==> src/rtl/instruction_fetch_pkg.sv <==
// rtl/instruction_fetch_pkg.sv - shared opcode constants, NOP word and fetch FSM encoding
//
// Purpose : constants and types shared by instruction_fetch, pc_next_sel and Control_Unit.
// Ports   : none (package).

package instruction_fetch_pkg;

  // instruction[6:2] major opcodes that stop the fetch unit
  localparam logic [4:0]  OPC_FENCE  = 5'b00011;  // FENCE / FENCE.TSO / PAUSE
  localparam logic [4:0]  OPC_SYSTEM = 5'b11100;  // ECALL / EBREAK

  // addi x0, x0, 0
  localparam logic [31:0] NOP_INSTR  = 32'h0000_0013;

  typedef enum logic [1:0] {
    ST_FETCH = 2'd0,
    ST_EXEC  = 2'd1,
    ST_HALT  = 2'd2
  } fetch_state_e;

  // Only 32-bit encodings (low bits 11) are considered halt opcodes.
  function automatic logic is_halt_opcode(input logic [6:0] opcode);
    return (opcode[1:0] == 2'b11) &&
           ((opcode[6:2] == OPC_FENCE) || (opcode[6:2] == OPC_SYSTEM));
  endfunction

endpackage

==> src/rtl/pc_next_sel.sv <==
// rtl/pc_next_sel.sv - next-PC target selection, priority and misalignment detection
//
// Purpose : purely combinational; picks the PC to apply at the end of EXEC.
// Ports   : pc           in  32  current program counter
//           opcode       in   7  instruction[6:0] of the latched instruction
//           branch_taken in   1  take pc+imm
//           pc_select    in   1  take JALR target (overrides branch_taken)
//           imm          in  32  branch/JAL byte offset
//           alu_result   in  32  JALR target before clearing bit 0
//           next_pc      out 32  selected next PC (pc itself for halt opcodes)
//           halt_op      out  1  latched instruction is a halt opcode
//           misaligned   out  1  selected target is not word aligned

import instruction_fetch_pkg::*;

module pc_next_sel (
  input  logic [31:0] pc,
  input  logic [6:0]  opcode,
  input  logic        branch_taken,
  input  logic        pc_select,
  input  logic [31:0] imm,
  input  logic [31:0] alu_result,
  output logic [31:0] next_pc,
  output logic        halt_op,
  output logic        misaligned
);

  always_comb begin
    halt_op = is_halt_opcode(opcode);
    if (halt_op) begin
      next_pc = pc;
    end else if (pc_select) begin
      next_pc = alu_result & ~32'd1;
    end else if (branch_taken) begin
      next_pc = pc + imm;            // wraps modulo 2^32
    end else begin
      next_pc = pc + 32'd4;
    end
    // A frozen PC for a halt opcode is never reported as misaligned.
    misaligned = !halt_op && (next_pc[1:0] != 2'b00);
  end

endmodule

==> src/rtl/instruction_fetch.sv <==
// rtl/instruction_fetch.sv - two-cycle fetch/execute sequencer with halt and misalignment trap
//
// Purpose : fetches one instruction word, presents it for one EXEC cycle, then
//           updates the PC; stops permanently (until rst) on a halt opcode or a
//           misaligned target.
// Ports   : clk, rst                 clock, synchronous active-high reset
//           imem_req/imem_addr       instruction memory read request and address (= pc)
//           imem_ready/imem_rdata    read data valid and word
//           instruction/instr_valid  latched word and its one-cycle commit qualifier
//           pc/pc_plus4              current PC and PC+4
//           branch_taken/pc_select   next-PC controls sampled only in EXEC
//           imm/alu_result           branch offset and JALR target
//           halted/misaligned        sticky status flags

import instruction_fetch_pkg::*;

module instruction_fetch #(
  parameter logic [31:0] RESET_PC = 32'h0000_0000
) (
  input  logic        clk,
  input  logic        rst,
  output logic        imem_req,
  output logic [31:0] imem_addr,
  input  logic        imem_ready,
  input  logic [31:0] imem_rdata,
  output logic [31:0] instruction,
  output logic        instr_valid,
  output logic [31:0] pc,
  output logic [31:0] pc_plus4,
  input  logic        branch_taken,
  input  logic        pc_select,
  input  logic [31:0] imm,
  input  logic [31:0] alu_result,
  output logic        halted,
  output logic        misaligned
);

  fetch_state_e state_q, state_d;
  logic [31:0]  pc_q, pc_d;
  logic [31:0]  instr_q, instr_d;
  logic         halted_q, halted_d;
  logic         misaligned_q, misaligned_d;

  logic [31:0]  sel_next_pc;
  logic         sel_halt_op;
  logic         sel_misaligned;

  pc_next_sel u_pc_next_sel (
    .pc           (pc_q),
    .opcode       (instr_q[6:0]),
    .branch_taken (branch_taken),
    .pc_select    (pc_select),
    .imm          (imm),
    .alu_result   (alu_result),
    .next_pc      (sel_next_pc),
    .halt_op      (sel_halt_op),
    .misaligned   (sel_misaligned)
  );

  always_comb begin
    state_d      = state_q;
    pc_d         = pc_q;
    instr_d      = instr_q;
    halted_d     = halted_q;
    misaligned_d = misaligned_q;
    case (state_q)
      ST_FETCH: begin
        if (imem_ready) begin
          instr_d = imem_rdata;
          state_d = ST_EXEC;
        end
      end
      ST_EXEC: begin
        if (sel_halt_op) begin
          state_d  = ST_HALT;
          halted_d = 1'b1;
        end else if (sel_misaligned) begin
          // PC keeps the address of the offending jump/branch.
          state_d      = ST_HALT;
          halted_d     = 1'b1;
          misaligned_d = 1'b1;
        end else begin
          pc_d    = sel_next_pc;
          state_d = ST_FETCH;
        end
      end
      ST_HALT: begin
        state_d = ST_HALT;
      end
      default: begin
        state_d = ST_FETCH;
      end
    endcase
  end

  always_ff @(posedge clk) begin
    if (rst) begin
      state_q      <= ST_FETCH;
      pc_q         <= RESET_PC;
      instr_q      <= NOP_INSTR;
      halted_q     <= 1'b0;
      misaligned_q <= 1'b0;
    end else begin
      state_q      <= state_d;
      pc_q         <= pc_d;
      instr_q      <= instr_d;
      halted_q     <= halted_d;
      misaligned_q <= misaligned_d;
    end
  end

  // Decoded straight from the state flop; masked by rst so the request
  // drops immediately when reset is asserted mid-fetch.
  assign imem_req    = (state_q == ST_FETCH) && !rst;
  assign instr_valid = (state_q == ST_EXEC)  && !rst;

  assign imem_addr   = pc_q;
  assign pc          = pc_q;
  assign pc_plus4    = pc_q + 32'd4;
  assign instruction = instr_q;
  assign halted      = halted_q;
  assign misaligned  = misaligned_q;

endmodule

==> config.mk <==
export PLATFORM = sky130hd
export DESIGN_NAME = instruction_fetch
export DESIGN_NICKNAME = d
export VERILOG_FILES = /design/src/rtl/instruction_fetch_pkg.sv /design/src/rtl/pc_next_sel.sv /design/src/rtl/instruction_fetch.sv
export SDC_FILE = /design/constraint.sdc
export NUM_CORES = 1
export LEC_CHECK = 0
export BUFFER_PORTS_ARGS = -buffer_cell sky130_fd_sc_hd__buf_4
export CAP_MARGIN = 10
export CORE_AREA = 4 4 146 148
export CTS_CLUSTER_SIZE = 24
export DETAILED_ROUTE_END_ITERATION = 16
export DIE_AREA = 0 0 150 152
export PLACE_DENSITY = 0.56
export SYNTH_ARGS = -nofsm -noshare
export SYNTH_HDL_FRONTEND = slang
export SYNTH_SLANG_ARGS = --single-unit
==> constraint.sdc <==
create_clock -name clk -period 6.8 [get_ports clk]
set_clock_uncertainty 0.1 [all_clocks]
set_input_delay 1.36 -clock clk [delete_from_list [all_inputs] [get_ports clk]]
set_output_delay 1.36 -clock clk [all_outputs]
set_load 0.01 [all_outputs]
==> flow_metrics.env <==
export IMPL_wl_per_cell_um=17.5
export IMPL_post_cts_buffers=0
export IMPL_first_global_vias=5546
export IMPL_antenna_found_initial=0
export IMPL_core_um2=20000
export IMPL_hold_path_class="reg2reg"
export IMPL_remaining_drc_errors=0
export IMPL_ys_ff_latch=68
export IMPL_start_util_pct=26.5
export IMPL_grt_util_all_layers_pct=17.4
export IMPL_clock_root_buffer="clkbuf_16"
export IMPL_rsz0062_at_grt="no"
export IMPL_rrSetupSlack_ns=3.29
export IMPL_worstMarginPinSlew_ns=1.09
export IMPL_cts_buffer_depth=2
export IMPL_slew_violations=0
export IMPL_crit_slowest_cell="dfxtp_1"
export IMPL_clkSlewWorstSetupHoldPaths_ns=0.06
export IMPL_syn_to_final_growth_pct=37.9
export IMPL_cp_top_family="simple AND/OR/NAND/NOR gates"
export IMPL_status="finished clean"
export IMPL_fin_cells=1161
export IMPL_n_antenna_cell=0
export IMPL_ctsResizeCount=0
export IMPL_ant_nets=0
export IMPL_nets=1020
export IMPL_total_power_mw=1.29
export IMPL_finalSetupViolations=0
export IMPL_netlist_top_cell_by_area="dfxtp_1"
export IMPL_cp_end_kind="output pin"
export IMPL_path_cells="ha_1, and4_1, nand4_1, nor2_1, nand2_1, nor2_1, xnor2_1, buf_4"
export IMPL_drtPass1Iterations=5
export IMPL_synth_edf_count=0
export IMPL_synthFlopType="dfxtp_1"
export IMPL_drv_cap=0
export IMPL_via_count=5660
export IMPL_crit_path_frequent_cell="nor2_1"
export IMPL_grt_max_degree=59
export IMPL_crit_arrival_ns=2.77
export IMPL_layout_drive_gt1_share_pct=30.6
export IMPL_fin_util_pct=36.6
export IMPL_die_w_um=150
export IMPL_cts_made_buffers=9
export IMPL_synth_top_area_share_pct=25.6
export IMPL_cts_sinks=68
export IMPL_dp_cells=1145
export IMPL_slew_headroom_pct=26.9
export IMPL_dp_hpwl_um=15300
export IMPL_tritoncts="done"
export IMPL_grt_pass1_wl_um=31600
export IMPL_post_route_period_util_pct=62.2
export IMPL_synth_common_cells="125 x nand2_1, 82 x a21oi_1, 68 x dfxtp_1"
export IMPL_clk_latency_ns=0.34
export IMPL_start_kind="flop"
export IMPL_powerDensity_nw_per_um2=175
export IMPL_fp_row_count=52
export IMPL_postCtsHoldBufs=0
export IMPL_syn_nets=844
export IMPL_die_h_um=152
export IMPL_vias_per_cell=4.88
export IMPL_io_buffers=231
export IMPL_tns_ns=0
export IMPL_fillers=2196
export IMPL_critPathBufInv=1
export IMPL_avgSynthCellArea_um2=7.49
export IMPL_routed_wl_um=20300
export IMPL_yosys_warnings=0
export IMPL_synth_area_leaders="dfxtp_1 26%, nand2_1 8.8%, a21oi_1 7.7%"
export IMPL_path_class="reg2out"
export IMPL_async_reset_ff_share_pct=0
export IMPL_gp_congestion=0.859
export IMPL_power_leakage_nw=3.50
export IMPL_synthDistinctLibCells=69
export IMPL_cp_data_required_time_ns=5.34
export IMPL_synth_most_common_cell="nand2_1"
export IMPL_peakVddDrop_mv=0.145
export IMPL_drt_initial_drc_count=270
export IMPL_synthCells=710
export IMPL_h_tree_depth=3
export IMPL_fmax_ghz=0.236
export IMPL_syn_area_um2=5320
export IMPL_io_pins=233
export IMPL_critPathMaxStageDelay_ns=0.48
export IMPL_overflow=0
export IMPL_dieArea_um2=22800
export IMPL_seq_area_frac_synth_pct=25.6
export IMPL_worstPathMaxFanout=7
export IMPL_hold_viol=0
export IMPL_fin_crit_ns=4.23
==> kinds of logic after synthesis <==
group / Yosys count / share of synthesized area (%)
xor gates and xnor gates: 53 / 8.87
DFF: 68 / 25.6
muxes: 4 / 0.776
AOI/OAI and AO/OA: 216 / 26.3
and+or+nand+nor: 249 / 22.0
buffers and inverters: 87 / 8.61
adders and majority gates: 33 / 7.90
==> layer usage <==
metal	vias to the layer above	track usage, %	routed length, um
met4	0	4.14	263
met1	2604	23.3	9000
met5	-	0	0
met2	192	28.8	9700
met3	17	3.34	1340
li1	2847	-	-
==> sequential cells by signal (all words and copies together) (netlist names) <==
| name | cells |
|---|---|
| imem_addr | 32 |
| instruction | 32 |
| state_q | 2 |
| halted | 1 |
| misaligned | 1 |
==> cell type report <==
cell class                 count  area, um^2  share of cell area (%)
timing repair buffer         235        1760                    24.1
sequential                    68        1360                    18.6
inverter                      17        63.8                   0.870
clock buffer                   9         225                    3.07
multi-input combinational    555        3500                    47.7
tap                          270         338                    4.61
clock inverter                 7        82.6                    1.13
==> worst paths after layout <==
check | cells after the start | end | start
hold / removal | 2 | halted | halted
setup / recovery | 8 | pc_plus4[30] | imem_addr[2]
setup reg to reg | 8 | imem_addr[28] | imem_addr[0]
hold reg to reg | 2 | halted | halted
==> placed cells by master, fill, tap and decap left out, types with 8 or more instances in the layout <==
cell type / synthesis / final
nand2_1: 125 / 125
xor2_1: 23 / 23
and2_1: 8 / 8
buf_4: 34 / 235
inv_1: 17 / 17
and3_1: 8 / 8
a211oi_1: 11 / 11
clkbuf_16: 0 / 9
o21ai_0: 33 / 33
ha_1: 32 / 32
o21bai_1: 8 / 8
nand3_1: 19 / 19
xnor2_1: 29 / 29
nand4_1: 9 / 9
dfxtp_1: 68 / 68
nor2_1: 46 / 46
a21oi_1: 82 / 82
a21o_1: 21 / 21
==> tightest hold or removal path, delay by kind of cell, from the launching register on <==
family                 cells  cell delay (ns)
buffers and inverters      1             0.05
AOI/OAI and AO/OA          1             0.05
DFF                        1             0.31
==> power breakdown <==
part / leakage [nW] / switching [mW] / internal (mW)
Combinational: 2.80 / 0.175 / 0.156
Sequential: 0.556 / 0.0269 / 0.421
Clock: 0.145 / 0.216 / 0.291
Total: 3.50 / 0.418 / 0.867
==> through the flow <==
stage	setup WS, ns	hold WS, ns	instance area (um^2)
global placement	2.24	0.340	7030
finish	2.57	0.351	7330
CTS	2.54	0.357	7330
global route	2.30	0.374	7330
floorplan	2.88	0.370	5320
detailed placement	2.26	0.348	7030
Power figures use the tool's default switching activity.
